===== src/rtl/truth_table_sweeper.sv =====
// Steps a 3-input gate through rows 000..111, samples its output and assembles the measured truth table.
// Latency: 8*(1+SETTLE+SAMPLES) cycles from accepted start to done; start is ignored while busy.
module truth_table_sweeper #(
    parameter logic [7:0]  EXPECTED = 8'h6E,
    parameter int unsigned SETTLE   = 4,
    parameter int unsigned SAMPLES  = 2
) (
    input  logic       clk,
    input  logic       reset,
    input  logic       start,
    input  logic       dut_out,
    output logic       in1,
    output logic       in2,
    output logic       in3,
    output logic       busy,
    output logic       done,
    output logic [7:0] table_out,
    output logic [7:0] unstable,
    output logic       pass
);
    localparam logic [7:0] SETTLE_LD  = 8'(SETTLE);
    localparam logic [3:0] SAMPLES_LD = 4'(SAMPLES);

    typedef enum logic [2:0] {
        ST_IDLE,
        ST_DRIVE,
        ST_SETTLE,
        ST_SAMPLE,
        ST_DONE
    } state_t;

    state_t     state_q, state_d;
    logic [2:0] row_q, row_d;
    logic [2:0] in_q, in_d;
    logic [7:0] settle_cnt_q, settle_cnt_d;
    logic [3:0] sample_cnt_q, sample_cnt_d;
    logic       busy_q, busy_d;
    logic       done_q, done_d;
    logic [7:0] table_q, table_d;
    logic [7:0] unstable_q, unstable_d;
    logic [2:0] bit_idx;

    assign bit_idx = 3'd7 - row_q;

    always_comb begin
        state_d      = state_q;
        row_d        = row_q;
        in_d         = in_q;
        settle_cnt_d = settle_cnt_q;
        sample_cnt_d = sample_cnt_q;
        busy_d       = busy_q;
        done_d       = done_q;
        table_d      = table_q;
        unstable_d   = unstable_q;
        case (state_q)
            ST_IDLE, ST_DONE: begin
                if (start) begin
                    state_d    = ST_DRIVE;
                    row_d      = 3'd0;
                    in_d       = 3'd0;
                    table_d    = 8'h00;
                    unstable_d = 8'h00;
                    done_d     = 1'b0;
                    busy_d     = 1'b1;
                end
            end
            ST_DRIVE: begin
                in_d         = row_q;
                settle_cnt_d = SETTLE_LD;
                state_d      = ST_SETTLE;
            end
            ST_SETTLE: begin
                // The edge that ends the settle window captures the first sample.
                if (settle_cnt_q == 8'd1) begin
                    table_d[bit_idx] = dut_out;
                    sample_cnt_d     = SAMPLES_LD;
                    state_d          = ST_SAMPLE;
                end else begin
                    settle_cnt_d = settle_cnt_q - 8'd1;
                end
            end
            ST_SAMPLE: begin
                if (sample_cnt_q == 4'd1) begin
                    if (row_q == 3'd7) begin
                        state_d = ST_DONE;
                        busy_d  = 1'b0;
                        done_d  = 1'b1;
                    end else begin
                        row_d   = row_q + 3'd1;
                        in_d    = row_q + 3'd1;
                        state_d = ST_DRIVE;
                    end
                end else begin
                    if (dut_out != table_q[bit_idx]) begin
                        unstable_d[bit_idx] = 1'b1;
                    end
                    sample_cnt_d = sample_cnt_q - 4'd1;
                end
            end
            default: state_d = ST_IDLE;
        endcase
    end

    always_ff @(posedge clk) begin
        if (reset) begin
            state_q      <= ST_IDLE;
            row_q        <= 3'd0;
            in_q         <= 3'd0;
            settle_cnt_q <= 8'd0;
            sample_cnt_q <= 4'd0;
            busy_q       <= 1'b0;
            done_q       <= 1'b0;
            table_q      <= 8'h00;
            unstable_q   <= 8'h00;
        end else begin
            state_q      <= state_d;
            row_q        <= row_d;
            in_q         <= in_d;
            settle_cnt_q <= settle_cnt_d;
            sample_cnt_q <= sample_cnt_d;
            busy_q       <= busy_d;
            done_q       <= done_d;
            table_q      <= table_d;
            unstable_q   <= unstable_d;
        end
    end

    assign in1       = in_q[2];
    assign in2       = in_q[1];
    assign in3       = in_q[0];
    assign busy      = busy_q;
    assign done      = done_q;
    assign table_out = table_q;
    assign unstable  = unstable_q;
    assign pass      = done_q && (table_q == EXPECTED) && (unstable_q == 8'h00);
endmodule


===== config.mk =====
export PLATFORM = sky130hd
export DESIGN_NAME = truth_table_sweeper
export DESIGN_NICKNAME = d
export VERILOG_FILES = /design/src/rtl/truth_table_sweeper.sv
export SDC_FILE = /design/constraint.sdc
export NUM_CORES = 1
export LEC_CHECK = 0
export CAP_MARGIN = 20
export CORE_MARGIN = 10
export CORE_UTILIZATION = 35
export DETAILED_ROUTE_END_ITERATION = 6
export GPL_ROUTABILITY_DRIVEN = 0
export PLACE_DENSITY_LB_ADDON = 0.08
export SLEW_MARGIN = 20
export SYNTH_ARGS = -nofsm -noshare
export SYNTH_HDL_FRONTEND = slang
export SYNTH_SLANG_ARGS = --single-unit

===== constraint.sdc =====
create_clock -name clk -period 5.7 [get_ports clk]
set_input_delay 1.425 -clock clk [delete_from_list [all_inputs] [get_ports clk]]
set_output_delay 1.425 -clock clk [all_outputs]
set_load 0.02 [all_outputs]

# Yosys cells after proc, flatten, opt, wreduce, memory -nomap -nowiden
# Index checks and enable logic that the tools add are counted.
# op_classes
addsub	4
order_cmp	2
n_eq_ne	17
mux	34
n_bitwise	1
n_reduce_logical	19
# ops
cell	count
8-bit case mux with 2 select lines	3
8-bit two-way mux	5
3-bit two-way mux	7
2-bit != test (second input constant)	8
4-bit AND reduction	4
3-bit case mux with 4 select lines	1
3-bit case mux with 3 select lines	1
3-bit AND reduction	3
8-bit bitwise mux	1
8-bit by 1-bit equality test with 1-bit output (second input constant)	1
8-bit by 7-bit equality test with 1-bit output (second input constant)	1
8-bit logical NOT	1
1-bit two-way mux	8
4-bit two-way mux	2
8-bit bitwise OR	1
4-bit case mux with 2 select lines	1
2-bit nonzero test	4
8-bit by 1-bit subtractor with 8-bit output (second input constant)	1
3-bit by 2-bit equality test with 1-bit output (second input constant)	2
3-bit equality test (second input constant)	2
3-bit case mux with 2 select lines	1
4-bit by 1-bit equality test with 1-bit output (second input constant)	1
3-bit by 4-bit < comparator with 1-bit output (second input constant)	1
1-bit case mux with 2 select lines	2
13 further kinds	15
# word_totals
regBits	39
inputBits	4
out_inout_bits	22
word_cells	86

# Logic depth before layout (Yosys ltp)
# Gate-level depths: netlist (run 1).
# logic_depth
depth_word	9
mapped_depth	8
ltp_nobuf	7

# Worst setup path before layout (run 1)
# Ideal clock, no wire load.
# synth_timing
path_kind	register -> output
from	register table_q[6] (netlist: table_out[6])
to	output pass
t_arrival_ns	1.464
t_required_ns	4.275
path_slack_ns	2.811
stages_incl_launch_ff	4
n_path_buf	0
path_cell_list	dfxtp_1 > nor4bb_1 > nand3_1 > nor4_1
# synth_between
elab_chain_len	3
# synth_rtl
item	line	source
from (decl)	39	logic [7:0] table_q, table_d;
from (signal assigned)	123	table_q <= table_d;
8-bit by 7-bit equality test with 1-bit output	135	assign pass = done_q && (table_q == EXPECTED) && (unstable_q == 8'h00);
1-bit logical AND (2 in a row)	135	
to (decl)	19	output logic pass
# No other way between the ends.

# Final worst setup path (run 1)
# Same ends and word-level chain as after synthesis.

==> flow_metrics.tcl, run 1 <==
set metrics [dict create \
    num_vias 1651 \
    fp.dieArea_um2 9081 \
    ff2ff_setup_slack_ns 3.32 \
    grt_max_degree 21 \
    grt_usage 0.1108 \
    final_layout_size_suffix_gt1_frac 0.08163 \
    syn2layout_area_growth_pct 19.04 \
    whs_endpoint "unstable[7]" \
    placed_cell_area_um2 2275 \
    synth_area_leaders "dfxtp_1 39%, nor2_1 6.6%, mux2i_1 6.6%, a21oi_1 4.0%, ha_1 3.8%" \
    setup_slack_ns 2.277 \
    ys.warnings.count 0 \
    insertion_delay_ns 0.29 \
    ir_drop_mv 0.1302 \
    min_period_over_period 0.6005 \
    post_cts_buffers 0 \
    startpoint "table_out[6]" \
    synth_enable_flop_cells 0 \
    grt_pass1_wl_um 8135 \
    crit_path_end_kind "primary output" \
    pre_cts_ws_ns 2.394 \
    syn_nets 235 \
    crit_family "simple AND/OR/NAND/NOR gates" \
    port_buffers 25 \
    hold_buffers 0 \
    cts_max_path_buffers 2 \
    hp-start "unstable[7]" \
    path_class "reg2out" \
    cpMaxStageDelayCell "clkdlybuf4s50_1" \
    ant_nets 0 \
    cts-buffers-inserted 5 \
    tightestPinTransition_ns 0.7983 \
    maxSlewViolCount 0 \
    antenna_found_initial 0 \
    route.detailed.drc 0 \
    rsz0062_at_grt "no" \
    relSlewSlack 0.4661 \
    dieWidth_um 95.30 \
    critical_path_buf_inv_count 1 \
    syn_avg_cell_area_um2 8.820 \
    r2r-end "unstable[0]" \
    hold_viol_final 0 \
    path_max_fanout 4 \
    coreArea_um2 5507 \
    finalCriticalPeriod_ns 3.423 \
    hpwl_um 3444 \
    drv_cap 0 \
    synth_top_cell_by_area "dfxtp_1" \
    path_cells "nor4bb_1 > nand3_1 > nor4_1 > clkdlybuf4s50_1" \
    cts_tree "done" \
    wl_per_cell_um 15.03 \
    clock.fmax_mhz 292.2 \
    fin_tns_setup_ns 0 \
    post_cts_resized 0 \
    status "completed" \
    synthDominantCellAreaShare 0.3934 \
    cp.required_ns 4.28 \
    htree_levels 2 \
    cts_sinks 39 \
    fin_nets 255 \
    fin_area_um2 2362 \
    setup_violations 0 \
    path_clk_slew_ns 0.08 \
    drtIter0Drc 136 \
    synthArstFlopShare 0 \
    clock_skew_ns 0.004141 \
    root_buffer "clkbuf_8" \
    synth_sequential_area_ratio 0.3934 \
    overflow 0 \
    synth_area_um2 1984 \
    netlist_instances 225 \
    synth_cell_types 50 \
    power_density_nw_per_um2 283.5 \
    hold_path_depth 2 \
    synth_ff_type "dfxtp_1" \
    worst_setup_path_start_kind "flop" \
    first_pass_iters 4 \
    seq_area_um2 780.7 \
    path_depth 4 \
    slowest_delay_ns 0.66 \
    nFillCells 541 \
    fp.dieH_um 95.30 \
    rr_worst_depth 5 \
    antennaDiodeCount 0 \
    leakage_nw 0.8798 \
    multi_input_area_um2 1135 \
    ioPinCount 26 \
    yosysMostFrequentCell "dfxtp_1" \
    r2r-start "row_q[0]" \
    hold_path_class "reg2reg" \
    via_per_inst 5.208 \
    wirelength_um 4764 \
    synthTopCellsByCount "39 x dfxtp_1, 35 x nor2_1, 16 x a21oi_1, 13 x mux2i_1, 11 x nand2_1" \
    floorplan.rows 27 \
    synth_seq_cells 39 \
    arrival_ns 2.00 \
    start_util 0.3604 \
    grt_pass1_vias 1630 \
]
## worst register-to-register path: cells and delay by family, from the launching register on
family | cells | cell delay, ns
and+or+nand+nor | 1 | 0.10
AOI/OAI and AO/OA | 1 | 0.14
DFF | 1 | 0.71
muxes | 3 | 1.36
## cell families after synthesis
| kind of cell | Yosys count | synth area share |
|---|---|---|
| AO/OA/AOI/OAI | 42 | 0.1368 |
| XOR/XNOR | 6 | 0.02648 |
| AND/OR/NAND/NOR | 100 | 0.2825 |
| multiplexers | 15 | 0.08827 |
| adder cells (fa/ha/maj) | 6 | 0.03783 |
| flip-flops | 39 | 0.3934 |
| buffers and inverters | 17 | 0.03468 |
## cell type report
| type | count | area share |
|---|---|---|
| multi-input cells | 169 | 0.4804 |
| clock inverters | 1 | 0.002119 |
| repair buffers | 25 | 0.1059 |
| inverters | 5 | 0.007945 |
| well taps | 72 | 0.03814 |
| flip-flops and latches | 39 | 0.3305 |
| clock buffers | 6 | 0.03496 |
## cell usage in the layout (no fill, tap or decap), types with 2 or more instances in the layout
master,count
or2_2,2
a31oi_1,3
ha_1,6
clkdlybuf4s50_1,25
a211oi_1,4
inv_1,5
a21o_1,2
nor2b_1,5
nand2b_1,3
nand4_1,3
nand3b_1,2
and2_1,4
clkbuf_8,6
nand4b_1,3
dfxtp_1,39
nor2_1,35
nand2_1,11
o21ai_0,3
nor4_1,4
nor3_1,7
o211ai_1,5
mux2i_1,13
mux4_2,2
o21ai_1,2
xor2_1,5
a21oi_1,16
nand3_1,5
or3_1,2
nor3b_2,2
## sequential cells by signal (all words and copies together) (netlist names)
| register | flops |
|---|---|
| done | 1 |
| sample_cnt_q | 4 |
| in_q | 3 |
| row_q | 3 |
| state_q | 3 |
| table_out | 8 |
| settle_cnt_q | 8 |
| unstable | 8 |
| busy | 1 |
## report_power, final
| group | total (W) | internal [W] | switching (W) |
|---|---|---|---|
| combinational | 0.000161 | 0.0000713 | 0.0000895 |
| sequential | 0.000318 | 0.000294 | 0.0000240 |
| clock | 0.000190 | 0.0000950 | 0.0000955 |
## layer usage
layer / up-vias / GRT usage / part of all wire
met2: 36 / 0.1676 / 0.45
met1: 762 / 0.1434 / 0.48
met3: 5 / 0.03614 / 0.063
li1: 848 / - / -
met5: - / 0 / 0
met4: 0 / 0.04115 / 0.010
## stage by stage
step | power, W | hold slack [ns] | utilization | cells
final | 0.0006696 | 0.5045 | 0.4290 | 317
after global routing | 0.0007135 | 0.5292 | 0.4290 | 317
after CTS | 0.0006789 | 0.5094 | 0.4290 | 317
after detailed placement | 0.0004858 | 0.4903 | 0.4131 | 310
after global placement | 0.0004850 | 0.4931 | 0.4131 | 310
after floorplan | 0.0004489 | 0.4800 | - | 225
## worst max-delay path by stage
stage,end,slack (ns)
2_1_floorplan,pass,2.81
3_3_place_gp,table_out[6],2.45
3_5_place_dp,table_out[6],2.39
4_1_cts,pass,2.27
5_1_grt,pass,2.16
6_report,pass,2.28
Power figures use the tool's default switching activity.
==> run 2: changes to the inputs <==
==> constraint.sdc (replaced) <==
create_clock -name clk -period 3.6 [get_ports clk]
set_input_delay 0.9 -clock clk [delete_from_list [all_inputs] [get_ports clk]]
set_output_delay 0.9 -clock clk [all_outputs]
set_load 0.02 [all_outputs]
==> flow_metrics.tcl, run 2 (synthesized netlist as in run 1, its figures left out) <==
set metrics [dict create \
    status "completed" \
    crit_path_end_kind "primary output" \
    tightestPinTransition_ns 0.6242 \
    final_util 0.4399 \
    fp.dieH_um 95.30 \
    leakage_nw 0.9082 \
    cp.required_ns 2.70 \
    num_vias 1640 \
    stdcell_count 320 \
    dp_cells 312 \
    placed_cell_area_um2 2290 \
    htree_levels 2 \
    antennaDiodeCount 0 \
    grt_usage 0.1104 \
    wirelength_um 4808 \
    ant_nets 0 \
    via_per_inst 5.125 \
    hold_buffers 0 \
    layout_common_cells "39 x dfxtp_1, 35 x nor2_1, 25 x clkdlybuf4s50_1" \
    multi_input_area_um2 1135 \
    fin_area_um2 2422 \
    grt_pass1_wl_um 8052 \
    cts_tree "done" \
    coreArea_um2 5507 \
    maxSlewViolCount 0 \
    root_buffer "clkbuf_8" \
    final_layout_size_suffix_gt1_frac 0.08871 \
    cts_sinks 39 \
    hp-start "unstable[4]" \
    path_clk_slew_ns 0.08 \
    ir_drop_mv 0.1784 \
    drtIter0Drc 87 \
    fin_tns_setup_ns 0 \
    r2r-start "row_q[0]" \
    seq_area_um2 780.7 \
    antenna_found_initial 0 \
    start_util 0.3604 \
    cts-buffers-inserted 5 \
    rr_worst_depth 5 \
    ioPinCount 26 \
    drv_cap 0 \
    arrival_ns 1.97 \
    hold_viol_final 0 \
    cts_max_path_buffers 2 \
    floorplan.rows 27 \
    post_cts_resized 0 \
    relSlewSlack 0.5830 \
    route.detailed.drc 0 \
    wl_per_cell_um 15.03 \
    post_cts_buffers 0 \
    finalCriticalPeriod_ns 2.868 \
    hold_path_depth 2 \
    whs_endpoint "unstable[4]" \
    first_pass_iters 4 \
    nFillCells 552 \
    min_period_over_period 0.7965 \
    power_density_nw_per_um2 495.2 \
    fp.dieArea_um2 9081 \
    ff2ff_setup_slack_ns 1.32 \
    path_class "reg2out" \
    worst_setup_path_start_kind "flop" \
    fin_nets 257 \
    path_max_fanout 4 \
    startpoint "table_out[7]" \
    layout_commonest_cell "dfxtp_1" \
    grt_pass1_vias 1623 \
    overflow 0 \
    setup_violations 0 \
    syn2layout_area_growth_pct 22.07 \
    hpwl_um 3498 \
    rsz0062_at_grt "no" \
    grt_max_degree 20 \
    hold_path_class "reg2reg" \
    insertion_delay_ns 0.29 \
    dieWidth_um 95.30 \
    port_buffers 25 \
    r2r-end "unstable[1]" \
    clock.fmax_mhz 348.7 \
    clock_skew_ns 0.003703 \
]
## run 2: power breakdown
part	leakage (nW)	switching [W]	total, W	internal [W]
Clock	0.0654	0.000160	0.000437	0.000277
Sequential	0.316	0.0000376	0.000503	0.000466
Combinational	0.526	0.000144	0.000259	0.000116
Total	0.908	0.000341	0.00120	0.000859
## run 2: worst max-delay path by stage
stage,to,slack [ns],cells past startpoint
floorplan,pass,1.24,3
global placement,table_out[6],1.01,5
detailed placement,unstable[1],1.03,5
CTS,pass,0.70,4
global route,pass,0.62,4
finish,pass,0.73,4
## run 2: area by class of cell
| class | count | share of cell area |
|---|---|---|
| repair buffers | 27 | 0.1095 |
| clock inverters | 2 | 0.02479 |
| flip-flops and latches | 39 | 0.3223 |
| multi-input cells | 169 | 0.4685 |
| inverters | 5 | 0.007748 |
| clock buffers | 6 | 0.02996 |
| well taps | 72 | 0.03719 |
## run 2: critical path, stage by stage (launching register included)
cell	delay, ns
dfxtp_1	0.36
nor4b_1	0.36
nand3_1	0.12
nor4_1	0.18
clkdlybuf4s50_1	0.65
## run 2: per-layer routing
| layer | track usage | vias to the layer above | wire length [um] |
|---|---|---|---|
| li1 | - | 853 | - |
| met1 | 0.1459 | 757 | 2354 |
| met2 | 0.1625 | 24 | 2108 |
| met3 | 0.03771 | 6 | 279 |
| met4 | 0.03990 | 0 | 65 |
| met5 | 0 | - | 0 |
## run 2: through the flow
step,hold WS [ns],total power [W],setup slack (ns)
2_1_floorplan,0.4800,0.0007107,1.236
3_3_place_gp,0.4823,0.0007734,1.012
4_1_cts,0.5087,0.001214,0.7016
6_report,0.5089,0.001200,0.7324
5_1_grt,0.5289,0.001266,0.6186
3_5_place_dp,0.4951,0.0007747,1.030
==> run 3: changes to the inputs <==
==> constraint.sdc (replaced) <==
create_clock -name clk -period 2.6 [get_ports clk]
set_input_delay 0.65 -clock clk [delete_from_list [all_inputs] [get_ports clk]]
set_output_delay 0.65 -clock clk [all_outputs]
set_load 0.02 [all_outputs]
==> flow_metrics.tcl, run 3 (synthesized netlist as in run 1, its figures left out) <==
set metrics [dict create \
    wirelength_um 5102 \
    ant_nets 0 \
    cts_sinks 39 \
    insertion_delay_ns 0.29 \
    fp.dieH_um 95.30 \
    start_util 0.3604 \
    tightestPinTransition_ns 0.6033 \
    placed_cell_area_um2 2332 \
    path_class "reg2out" \
    fin_tns_setup_ns 0 \
    min_period_over_period 0.8920 \
    port_buffers 25 \
    slowest_delay_ns 0.41 \
    wl_per_cell_um 15.80 \
    via_per_inst 5.204 \
    layout_commonest_cell "dfxtp_1" \
    layout_common_cells "39 x dfxtp_1, 35 x nor2_1, 24 x clkdlybuf4s50_1" \
    fin_area_um2 2419 \
    maxSlewViolCount 0 \
    hold_buffers 0 \
    drv_cap 0 \
    grt_pass1_vias 1664 \
    final_layout_size_suffix_gt1_frac 0.1036 \
    critical_path_buf_inv_count 1 \
    arrival_ns 1.67 \
    grt_max_degree 16 \
    fp.dieArea_um2 9081 \
    syn2layout_area_growth_pct 21.88 \
    cts_tree "done" \
    status "completed" \
    clock.fmax_mhz 431.2 \
    htree_levels 2 \
    finalCriticalPeriod_ns 2.319 \
    hold_path_class "reg2reg" \
    stdcell_count 323 \
    floorplan.rows 27 \
    hold_viol_final 0 \
    hpwl_um 3737 \
    antenna_found_initial 0 \
    grt_pass1_wl_um 8735 \
    path_cells "nor4bb_1 > nand3_1 > nor4_1 > dlygate4sd2_1" \
    totalPowerFinal_w 0.001491 \
    path_clk_slew_ns 0.08 \
    cts_max_path_buffers 2 \
    post_cts_resized 1 \
    route.detailed.drc 0 \
    ir_drop_mv 0.3610 \
    cp.required_ns 1.95 \
    rsz0062_at_grt "no" \
    coreArea_um2 5507 \
    clock_skew_ns 0.007226 \
    root_buffer "clkbuf_8" \
    overflow 0 \
    ioPinCount 26 \
    dieWidth_um 95.30 \
    grt_usage 0.1190 \
    dp_cells 316 \
    cts-buffers-inserted 5 \
    first_pass_iters 4 \
    num_vias 1681 \
    antennaDiodeCount 0 \
    setup_violations 0 \
    nFillCells 557 \
    fin_nets 261 \
    cpMaxStageDelayCell "dfxtp_1" \
    drtIter0Drc 83 \
    path_max_fanout 4 \
    leakage_nw 0.9200 \
    worst_setup_path_start_kind "flop" \
    power_density_nw_per_um2 616.3 \
    crit_family "simple AND/OR/NAND/NOR gates" \
    crit_path_end_kind "primary output" \
    post_cts_buffers 0 \
    final_util 0.4392 \
    relSlewSlack 0.5973 \
]
-- run 3: cell count changes in the layout (fill, tap and decap cells not counted) --
cell / change
buf_4: +3
bufinv_16: -2
buf_12: +1
clkinv_2: +1
clkbuf_1: -1
clkdlybuf4s50_1: -1
dlygate4sd2_1: +1
clkbuf_8: +1
-- run 3: worst min-delay path, stage by stage, from the launching register on --
cell	delay, ns
dfxtp_1	0.33
nand2b_1	0.07
a21oi_1	0.06
-- run 3: where the power goes --
| part | switching [W] | internal, W | total, W |
|---|---|---|---|
| clock | 0.000216 | 0.000209 | 0.000425 |
| combinational | 0.000202 | 0.000165 | 0.000368 |
| sequential | 0.0000533 | 0.000645 | 0.000698 |
| total | 0.000472 | 0.00102 | 0.00149 |
-- run 3: final cells by class --
cell class / count / area [um^2] / area share
Timing Repair Buffer: 31 / 306.5 / 0.1267
Sequential cell: 39 / 780.7 / 0.3228
Clock inverter: 1 / 5.005 / 0.002069
Clock buffer: 6 / 82.58 / 0.03414
Inverter: 5 / 18.77 / 0.007760
Tap cell: 72 / 90.09 / 0.03725
Multi-Input combinational cell: 169 / 1135 / 0.4692
-- run 3: worst paths after layout --
check | startpoint | end | slack (ns) | depth (start not counted)
worst min-delay path | done | done | 0.50 | 2
worst max-delay path | table_out[6] | pass | 0.28 | 4
worst max register to register | row_q[2] | unstable[1] | 0.32 | 5
worst min register to register | done | done | 0.50 | 2
-- run 3: per-stage QoR --
step	hold slack [ns]	setup slack (ns)
finish	0.4973	0.2808
global route	0.5302	0.08822
CTS	0.5021	0.2425
detailed placement	0.4915	0.2747
global placement	0.4822	0.2772
floorplan	0.4800	0.4860
-- run 3: metal layers --
layer	track usage	up-vias	part of all wire	wire length (um)
met5	0	-	0	0
met4	0.03242	0	0.0033	17
met3	0.02907	2	0.042	214
met2	0.1847	22	0.47	2377
met1	0.1602	804	0.49	2493
li1	-	853	-	-
